$ cat src/rtl/sysbus_arbiter.sv
// Round-robin arbiter sharing the Sysbus memory port between instruction fetch (m0)
// and data memory (m1); one transaction at a time, held until its last beat.
module sysbus_arbiter #(
  parameter int DATA_W = 64,
  parameter int TAG_W  = 13,
  parameter int BEATS  = 8
) (
  input  logic              clk,
  input  logic              reset,
  input  logic              m0_reqcyc,
  input  logic [DATA_W-1:0] m0_req,
  input  logic [TAG_W-1:0]  m0_reqtag,
  output logic              m0_reqack,
  output logic              m0_respcyc,
  output logic [DATA_W-1:0] m0_resp,
  output logic [TAG_W-1:0]  m0_resptag,
  input  logic              m0_respack,
  input  logic              m1_reqcyc,
  input  logic [DATA_W-1:0] m1_req,
  input  logic [TAG_W-1:0]  m1_reqtag,
  output logic              m1_reqack,
  output logic              m1_respcyc,
  output logic [DATA_W-1:0] m1_resp,
  output logic [TAG_W-1:0]  m1_resptag,
  input  logic              m1_respack,
  output logic              bus_reqcyc,
  output logic [DATA_W-1:0] bus_req,
  output logic [TAG_W-1:0]  bus_reqtag,
  input  logic              bus_reqack,
  input  logic              bus_respcyc,
  input  logic [DATA_W-1:0] bus_resp,
  input  logic [TAG_W-1:0]  bus_resptag,
  output logic              bus_respack,
  output logic              err,
  output logic [1:0]        dbg_state
);

  localparam int BEAT_W = $clog2(BEATS) + 1;
  localparam logic [BEAT_W-1:0] LAST_BEAT = BEAT_W'(BEATS - 1);

  localparam logic [1:0] IDLE  = 2'd0;
  localparam logic [1:0] ADDR  = 2'd1;
  localparam logic [1:0] WDATA = 2'd2;
  localparam logic [1:0] RESP  = 2'd3;

  // Handshakes: a beat moves on a cycle where its *cyc (valid) and matching *ack
  // (ready) are both high; valid is held until acked, and acks pass combinationally.

  logic [1:0]        state;
  logic              owner;
  logic              last_grant;
  logic [BEAT_W-1:0] beat;

  logic              own_reqcyc;
  logic [DATA_W-1:0] own_req;
  logic [TAG_W-1:0]  own_reqtag;
  logic              own_respack;
  logic              in_req;
  logic              in_resp;
  logic              grant;

  assign dbg_state = state;

  always_comb begin
    own_reqcyc  = owner ? m1_reqcyc  : m0_reqcyc;
    own_req     = owner ? m1_req     : m0_req;
    own_reqtag  = owner ? m1_reqtag  : m0_reqtag;
    own_respack = owner ? m1_respack : m0_respack;
    in_req      = (state == ADDR) || (state == WDATA);
    in_resp     = (state == RESP);
    // On a tie the port that did not win last time gets the bus.
    grant       = (m0_reqcyc && m1_reqcyc) ? !last_grant : m1_reqcyc;
  end

  always_comb begin
    bus_reqcyc  = in_req && own_reqcyc;
    bus_req     = in_req ? own_req : '0;
    bus_reqtag  = in_req ? own_reqtag : '0;
    bus_respack = in_resp && own_respack;

    m0_reqack   = in_req && !owner && bus_reqack;
    m1_reqack   = in_req &&  owner && bus_reqack;

    m0_respcyc  = in_resp && !owner && bus_respcyc;
    m0_resp     = (in_resp && !owner) ? bus_resp : '0;
    m0_resptag  = (in_resp && !owner) ? bus_resptag : '0;
    m1_respcyc  = in_resp &&  owner && bus_respcyc;
    m1_resp     = (in_resp &&  owner) ? bus_resp : '0;
    m1_resptag  = (in_resp &&  owner) ? bus_resptag : '0;
  end

  always_ff @(posedge clk) begin
    if (reset) begin
      state      <= IDLE;
      owner      <= 1'b0;
      last_grant <= 1'b1;
      beat       <= '0;
      err        <= 1'b0;
    end else begin
      // A response beat outside RESP has no owner to go to; flag it and drop it.
      if (bus_respcyc && (state != RESP)) err <= 1'b1;

      case (state)
        IDLE: begin
          if (m0_reqcyc || m1_reqcyc) begin
            owner      <= grant;
            last_grant <= grant;
            state      <= ADDR;
          end
        end
        ADDR: begin
          if (bus_reqack) begin
            beat  <= '0;
            state <= own_reqtag[TAG_W-1] ? RESP : WDATA;
          end else if (!own_reqcyc) begin
            state <= IDLE;
          end
        end
        WDATA: begin
          if (bus_reqack) begin
            beat <= beat + BEAT_W'(1);
            if (beat == LAST_BEAT) state <= IDLE;
          end
        end
        RESP: begin
          if (bus_respcyc && own_respack) begin
            beat <= beat + BEAT_W'(1);
            if (beat == LAST_BEAT) state <= IDLE;
          end
        end
        default: state <= IDLE;
      endcase
    end
  end

endmodule

$ cat config.mk
export PLATFORM = sky130hd
export DESIGN_NAME = sysbus_arbiter
export DESIGN_NICKNAME = d
export VERILOG_FILES = /design/src/rtl/sysbus_arbiter.sv
export SDC_FILE = /design/constraint.sdc
export NUM_CORES = 1
export LEC_CHECK = 0
export ABC_AREA = 1
export CAP_MARGIN = 25
export CORE_AREA = 8 8 179 181
export CTS_CLUSTER_DIAMETER = 60
export DETAILED_ROUTE_END_ITERATION = 7
export DIE_AREA = 0 0 187 189
export GPL_ROUTABILITY_DRIVEN = 0
export PLACE_DENSITY = 0.49
export SLEW_MARGIN = 20
export SYNTH_ARGS = -nofsm -noshare
export SYNTH_HDL_FRONTEND = slang
export SYNTH_SLANG_ARGS = --single-unit
$ cat constraint.sdc
create_clock -name clk -period 4.9 [get_ports clk]
set_input_delay 1.47 -clock clk [delete_from_list [all_inputs] [get_ports clk]]
set_output_delay 1.47 -clock clk [all_outputs]
set_load 0.1 [all_outputs]
==> metrics.json, run 1 <==
{
  "dp.cells": {"value": 1447},
  "fraction_of_post_synthesis_cell_area_in_the_top_cell_type_by_area": {"value": 24.7, "unit": "%"},
  "power_frac_seq": {"value": 2.6, "unit": "%"},
  "vias": {"value": 5330},
  "final.min_clock_period": {"value": 4.11, "unit": "ns"},
  "die_area": {"value": 0.0353, "unit": "mm^2"},
  "postSynthRegisterBits": {"value": 9},
  "netlist_top_cells_area": {"value": "nand2_1, nor2_1, a21oi_1"},
  "power_report.internal_total": {"value": 1210, "unit": "uW"},
  "avgSynthCellArea": {"value": 4.44, "unit": "um^2"},
  "timing.hold.worst_path_depth": {"value": 2},
  "holdBufCountCts": {"value": 0},
  "crit_chain": {"value": "clkdlybuf4s50_1 -> inv_1 -> nor3_1 -> buf_12"},
  "synth.largest_area_cell": {"value": "nand2_1"},
  "critPathMaxFanout": {"value": 3},
  "initial_core_util": {"value": 9.32, "unit": "%"},
  "leakagePower": {"value": 0.00424, "unit": "uW"},
  "crit-reg2reg-launch": {"value": "owner$_SDFFE_PP0P_"},
  "portion_of_total_power_attributed_to_the_clock_network": {"value": 3.2, "unit": "%"},
  "most-common-layout-cells": {"value": "clkdlybuf4s50_1, nand2_1, nor2_1, buf_12, buf_4"},
  "synth_cells": {"value": 614},
  "crit_family": {"value": "buffers and inverters"},
  "cts_sinks": {"value": 9},
  "timing.critical_path.slowest_stage_cell": {"value": "clkdlybuf4s50_1"},
  "path_buf_inv": {"value": 3},
  "report.final.setup_viol": {"value": 0},
  "min_from": {"value": "err$_SDFFE_PP0P_"},
  "critical_path.startpoint_type": {"value": "input port"},
  "dominantRegCellSynth": {"value": "dfxtp_1"},
  "run_status": {"value": "finished clean"},
  "rows": {"value": 63},
  "final_layout_size_suffix_gt1_share": {"value": 24.2, "unit": "%"},
  "detail_route.wirelength": {"value": 24400, "unit": "um"},
  "timing.fmax": {"value": 243, "unit": "MHz"},
  "boundary_pin_count": {"value": 479},
  "worst-endpoint-required": {"value": 3.43, "unit": "ns"},
  "fillCellCount": {"value": 3174},
  "drt.antenna.violating_nets": {"value": 0},
  "r2r_setup_slack": {"value": 2.84, "unit": "ns"},
  "placement.setup.worst_slack": {"value": 0.766, "unit": "ns"},
  "rsz0062_at_grt": {"value": "false"},
  "nets": {"value": 1308},
  "cts-root-buf": {"value": "clkbuf_16"},
  "port_buffers": {"value": 478},
  "worstHoldEndpoint": {"value": "err$_SDFFE_PP0P_"},
  "cts_buffers": {"value": 3},
  "delay_of_the_slowest_cell_on_the_worst_path": {"value": 0.51, "unit": "ns"},
  "via_per_inst": {"value": 3.67},
  "clk_pin_slew_worst_paths": {"value": 0.04, "unit": "ns"},
  "cts_repair_resize_count": {"value": 0},
  "yosysSeqAreaShare": {"value": 6.61, "unit": "%"},
  "seqCellArea": {"value": 181, "unit": "um^2"},
  "final_cell_count_no_fill": {"value": 1451},
  "chipHeight": {"value": 189, "unit": "um"},
  "clk_path_buf_depth": {"value": 2},
  "asyncSetResetFlopFracSynth": {"value": 0, "unit": "%"},
  "grt_antenna_before_repair": {"value": 1},
  "track_usage": {"value": 12.8, "unit": "%"},
  "multi_input_comb_area": {"value": 0.00198, "unit": "mm^2"},
  "crit_type": {"value": "input port to output pin"},
  "insertedDiodeCount": {"value": 0},
  "clock_skew": {"value": 0.00247, "unit": "ns"},
  "synth-edff-count": {"value": 0},
  "global_route_wire_length_before_repair": {"value": 35800, "unit": "um"},
  "share_comb_of_total_power": {"value": 94.2, "unit": "%"},
  "fin_crit_sh": {"value": 83.9, "unit": "%"},
  "grt_start_max_net_pins": {"value": 82},
  "floorplan.core_area": {"value": 0.0292, "unit": "mm^2"},
  "drt-wirelength-per-cell": {"value": 16.8, "unit": "um"},
  "remaining_drc_errors": {"value": 0},
  "grt_pass1_vias": {"value": 5569},
  "power.net_switching": {"value": 3300, "unit": "uW"},
  "power_switching_share": {"value": 73.2, "unit": "%"},
  "cts_tree": {"value": "yes"},
  "worst_r2r_endpoint": {"value": "dbg_state[0]$_SDFFE_PP0P_"},
  "timing.critical_path.to_type": {"value": "output pin"},
  "max-slew-margin-rel": {"value": 31.9, "unit": "%"},
  "clk_latency": {"value": 0.23, "unit": "ns"},
  "critPathArrivalTime": {"value": 2.64, "unit": "ns"},
  "dp.final_hpwl": {"value": 21200, "unit": "um"},
  "first_pass_iters": {"value": 4},
  "overflow": {"value": 0},
  "cts_setup_buffers": {"value": 0},
  "synth.yosys.warnings": {"value": 0},
  "area_growth": {"value": 229, "unit": "%"},
  "detail_route.iter0.violations": {"value": 208},
  "ff2ff_path_depth": {"value": 7},
  "report.final.slew_viol_count": {"value": 0},
  "synth.distinct_cells": {"value": 21},
  "power.density_cell_area": {"value": 501, "unit": "mW/mm^2"},
  "vdd_drop_max": {"value": 0.000458, "unit": "V"},
  "netlist_area": {"value": 0.00273, "unit": "mm^2"},
  "syn_nets": {"value": 860},
  "cts-htree-levels": {"value": 1},
  "postLayoutSetupSlackWorst": {"value": 0.791, "unit": "ns"},
  "commonest_non_fill_non_tap_cell_in_the_layout": {"value": "clkdlybuf4s50_1"},
  "worst_pin_slew": {"value": 1.02, "unit": "ns"},
  "min_path_type": {"value": "register to register"},
  "cap_violations": {"value": 0},
  "timing.final.hold_violations": {"value": 0},
  "die_span_x": {"value": 187, "unit": "um"}
}
-- cell usage after synthesis, types with 3 or more instances --
cell      count
ha_1          7
dfxtp_1       9
buf_4         6
clkbuf_1     17
a21oi_1      83
buf_2        17
nand2_1     179
nor2_1      176
nand3_1       9
nand2_2       3
inv_1        95
-- layer usage --
layer | global-route usage [%] | part of all wire, %
met1 | 14.5 | 39
met2 | 23.4 | 51
met3 | 3.81 | 8.4
met4 | 2.69 | 1.9
met5 | 0 | 0.045
-- worst min-delay path, stage by stage (launching register included) --
cell	delay, ns
dfxtp_1	0.31
nor2_1	0.04
nor2_1	0.07
-- cells by family (layout without fill, tap and decap cells) --
family	after synthesis	count (layout)	share of synthesized area, %
AOI/OAI and AO/OA	84	84	15.4
xor gates and xnor gates	1	1	0.321
adders and majority gates	7	7	3.21
buffers and inverters	138	585	20.9
DFF	9	9	6.61
and+or+nand+nor	375	375	53.5
-- stage by stage --
stage	area [um^2]	hold slack, ns	utilization, %	setup TNS, ns	power (uW)
finish	8980	0.461	30.7	0	4500
global route	8980	0.488	30.7	0	4680
CTS	8980	0.468	30.7	0	4550
detailed placement	8900	0.459	30.4	0	4400
global placement	8900	0.452	30.4	0	4390
floorplan	2730	0.429	-	-0.921	3170
-- final cells by class --
type | instances | share of cell area, %
clock buffers | 4 | 0.878
inverters | 97 | 4.06
multi-input cells | 467 | 22.0
flip-flops and latches | 9 | 2.02
well taps | 390 | 5.43
repair buffers | 484 | 65.6
-- worst max path at each step --
stage | start | to | cells after the start
after floorplan | dbg_state[0]$_SDFFE_PP0P_ | m0_reqack | 5
final | bus_reqack | m1_reqack | 4
after detailed placement | bus_reqack | m1_reqack | 4
after global routing | bus_reqack | m0_reqack | 4
after CTS | bus_reqack | m1_reqack | 4
after global placement | bus_reqack | m0_reqack | 4
-- power by group through the flow --
stage / logic [uW] / registers (uW) / clock network, uW
final: 4240 / 118 / 144
after global routing: 4410 / 123 / 150
after CTS: 4280 / 120 / 146
after detailed placement: 4270 / 122 / 0
after floorplan: 3010 / 158 / 0
after global placement: 4270 / 120 / 0
-- sequential cells by signal, summed over array words and instances (netlist names) --
signal / flops
owner: 1
err: 1
last_grant: 1
dbg_state: 2
beat: 4
Note: power is estimated with default switching activity, not from simulation.
==> run 2, diff against run 1 <==
--- a/config.mk
+++ b/config.mk
@@ -7,10 +7,10 @@
 export LEC_CHECK = 0
 export ABC_AREA = 1
 export CAP_MARGIN = 25
-export CORE_AREA = 8 8 179 181
+export CORE_AREA = 8 8 178 180
 export CTS_CLUSTER_DIAMETER = 60
 export DETAILED_ROUTE_END_ITERATION = 7
-export DIE_AREA = 0 0 187 189
+export DIE_AREA = 0 0 186 188
 export GPL_ROUTABILITY_DRIVEN = 0
 export PLACE_DENSITY = 0.49
 export SLEW_MARGIN = 20
==> constraint.sdc (replaced) <==
create_clock -name clk -period 4.1 [get_ports clk]
set_input_delay 1.23 -clock clk [delete_from_list [all_inputs] [get_ports clk]]
set_output_delay 1.23 -clock clk [all_outputs]
set_load 0.1 [all_outputs]
==> run 2 against run 1 <==
  * Via count is 0.77% higher
  * Combinational power is 43% higher
  * Cell area is 21% higher
  * Utilization is 6.6 points higher
  * Clock skew hardly changed
  * First-iteration DRC count is 1.4% lower
  * Worst hold slack better by 0.00092 ns
  * Register-to-register slack worse by 0.68 ns
  * Non-clock buffer count is 7 higher
  * Critical endpoint is now bus_reqtag[12]
==> metrics.json, run 2 (synthesized netlist as in run 1, its figures left out) <==
{
  "report.final.setup_viol": {"value": 0},
  "cts_repair_resize_count": {"value": 0},
  "fillCellCount": {"value": 3004},
  "worst_r2r_endpoint": {"value": "dbg_state[1]$_SDFFE_PP0P_"},
  "finish.utilization": {"value": 37.3, "unit": "%"},
  "floorplan.core_area": {"value": 0.0290, "unit": "mm^2"},
  "placement.setup.worst_slack": {"value": 0.452, "unit": "ns"},
  "report.final.slew_viol_count": {"value": 0},
  "nets": {"value": 1315},
  "die_area": {"value": 0.0350, "unit": "mm^2"},
  "chipHeight": {"value": 188, "unit": "um"},
  "drt.antenna.violating_nets": {"value": 0},
  "cap_violations": {"value": 0},
  "timing.hold.worst_path_depth": {"value": 2},
  "overflow": {"value": 0},
  "path_buf_inv": {"value": 2},
  "clk_pin_slew_worst_paths": {"value": 0.04, "unit": "ns"},
  "final_layout_size_suffix_gt1_share": {"value": 40.5, "unit": "%"},
  "final_cell_count_no_fill": {"value": 1458},
  "track_usage": {"value": 14.2, "unit": "%"},
  "timing.final.hold_violations": {"value": 0},
  "cts_setup_buffers": {"value": 0},
  "fin_crit_sh": {"value": 88.9, "unit": "%"},
  "holdBufCountCts": {"value": 0},
  "min_from": {"value": "last_grant$_SDFFE_PP1P_"},
  "power.density_cell_area": {"value": 592, "unit": "mW/mm^2"},
  "die_span_x": {"value": 186, "unit": "um"},
  "critPathArrivalTime": {"value": 2.41, "unit": "ns"},
  "crit-reg2reg-launch": {"value": "owner$_SDFFE_PP0P_"},
  "worst_pin_slew": {"value": 0.583, "unit": "ns"},
  "ff2ff_path_depth": {"value": 8},
  "cts-htree-levels": {"value": 1},
  "vdd_drop_max": {"value": 0.000590, "unit": "V"},
  "port_buffers": {"value": 478},
  "via_per_inst": {"value": 3.68},
  "run_status": {"value": "finished clean"},
  "crit_chain": {"value": "clkdlybuf4s50_1 -> nand2_1 -> a21oi_1 -> buf_12"},
  "commonest_non_fill_non_tap_cell_in_the_layout": {"value": "buf_12"},
  "initial_core_util": {"value": 9.39, "unit": "%"},
  "postLayoutSetupSlackWorst": {"value": 0.456, "unit": "ns"},
  "grt_pass1_vias": {"value": 5666},
  "final.hold.worst_slack": {"value": 0.462, "unit": "ns"},
  "worstHoldEndpoint": {"value": "last_grant$_SDFFE_PP1P_"},
  "vias": {"value": 5371},
  "rsz0062_at_grt": {"value": "false"},
  "timing.critical_path.slowest_stage_cell": {"value": "clkdlybuf4s50_1"},
  "largest_register": {"value": "beat"},
  "first_pass_iters": {"value": 4},
  "crit_family": {"value": "buffers and inverters"},
  "cts-root-buf": {"value": "clkbuf_16"},
  "dp.cells": {"value": 1454},
  "critPathMaxFanout": {"value": 2},
  "detail_route.iter0.violations": {"value": 205},
  "largest_register_ff_count": {"value": 4},
  "most-common-layout-cells": {"value": "buf_12, clkdlybuf4s50_1, nand2_1, nor2_2, inv_1"},
  "insertedDiodeCount": {"value": 0},
  "detail_route.wirelength": {"value": 26600, "unit": "um"},
  "clock_skew": {"value": 0.00222, "unit": "ns"},
  "cts_tree": {"value": "yes"},
  "clk_path_buf_depth": {"value": 2},
  "r2r_setup_slack": {"value": 2.16, "unit": "ns"},
  "cts_buffers": {"value": 3},
  "final.min_clock_period": {"value": 3.64, "unit": "ns"},
  "grt_antenna_before_repair": {"value": 0},
  "grt_start_max_net_pins": {"value": 80},
  "delay_of_the_slowest_cell_on_the_worst_path": {"value": 0.52, "unit": "ns"},
  "crit_type": {"value": "input port to output pin"},
  "boundary_pin_count": {"value": 479},
  "clk_latency": {"value": 0.24, "unit": "ns"},
  "worst-endpoint-required": {"value": 2.87, "unit": "ns"},
  "area_growth": {"value": 297, "unit": "%"},
  "max-slew-margin-rel": {"value": 61.1, "unit": "%"},
  "timing.critical_path.to_type": {"value": "output pin"},
  "dp.final_hpwl": {"value": 23400, "unit": "um"},
  "leakagePower": {"value": 0.00459, "unit": "uW"},
  "critical_path.startpoint_type": {"value": "input port"},
  "min_path_type": {"value": "register to register"},
  "timing.fmax": {"value": 274, "unit": "MHz"},
  "remaining_drc_errors": {"value": 0},
  "rows": {"value": 63},
  "global_route_wire_length_before_repair": {"value": 37700, "unit": "um"},
  "drt-wirelength-per-cell": {"value": 18.3, "unit": "um"},
  "cts_sinks": {"value": 9}
}
==> run 2: report_power, final <==
part           internal (uW)  total, uW  switching (uW)  leakage (uW)
combinational           1960       6070            4110       0.00447
clock                    129        176            47.0     0.0000409
sequential               112        167            54.8     0.0000750
==> run 2: how the worst max path moves through the flow <==
stage               cells past startpoint  slack [ns]              to                 startpoint
global route                            6        0.38      bus_reqcyc                  m0_reqcyc
detailed placement                      4        0.45  bus_reqtag[12]              m1_reqtag[12]
finish                                  4        0.46  bus_reqtag[12]              m1_reqtag[12]
global placement                        4        0.43  bus_reqtag[12]              m1_reqtag[12]
floorplan                               5       -0.43      bus_req[0]  dbg_state[0]$_SDFFE_PP0P_
CTS                                     4        0.45  bus_reqtag[12]              m1_reqtag[12]
==> run 2: cell type report <==
type / instances / area, um^2 / share of cell area [%]
clock buffers: 3 / 75.1 / 0.693
clock inverters: 1 / 5.00 / 0.0462
inverters: 97 / 364 / 3.36
multi-input cells: 467 / 2410 / 22.3
flip-flops and latches: 9 / 184 / 1.70
well taps: 390 / 488 / 4.51
repair buffers: 491 / 7300 / 67.4
==> run 2: routing by layer <==
layer  routed length [um]  vias to the layer above  track usage (%)
li1                     -                     2718                -
met1                10000                     2340             15.7
met2                13300                      299             25.8
met3                 3030                       14             5.48
met4                  233                        0             1.74
met5                    0                        -                0
==> run 2: worst register-to-register path: cells and delay by family (launching register included) <==
family        cells  cell delay (ns)
buf+inv           1             0.49
simple gates      7             0.66
flops             1             0.68
==> run 2: stage by stage <==
step                      area (um^2)  TNS [ns]  power (uW)
after global routing            10800         0        6660
after floorplan                  3150    -29.85        3850
after CTS                       10800         0        6500
after detailed placement        10700         0        6310
after global placement          10700         0        6300
final                           10800         0        6410
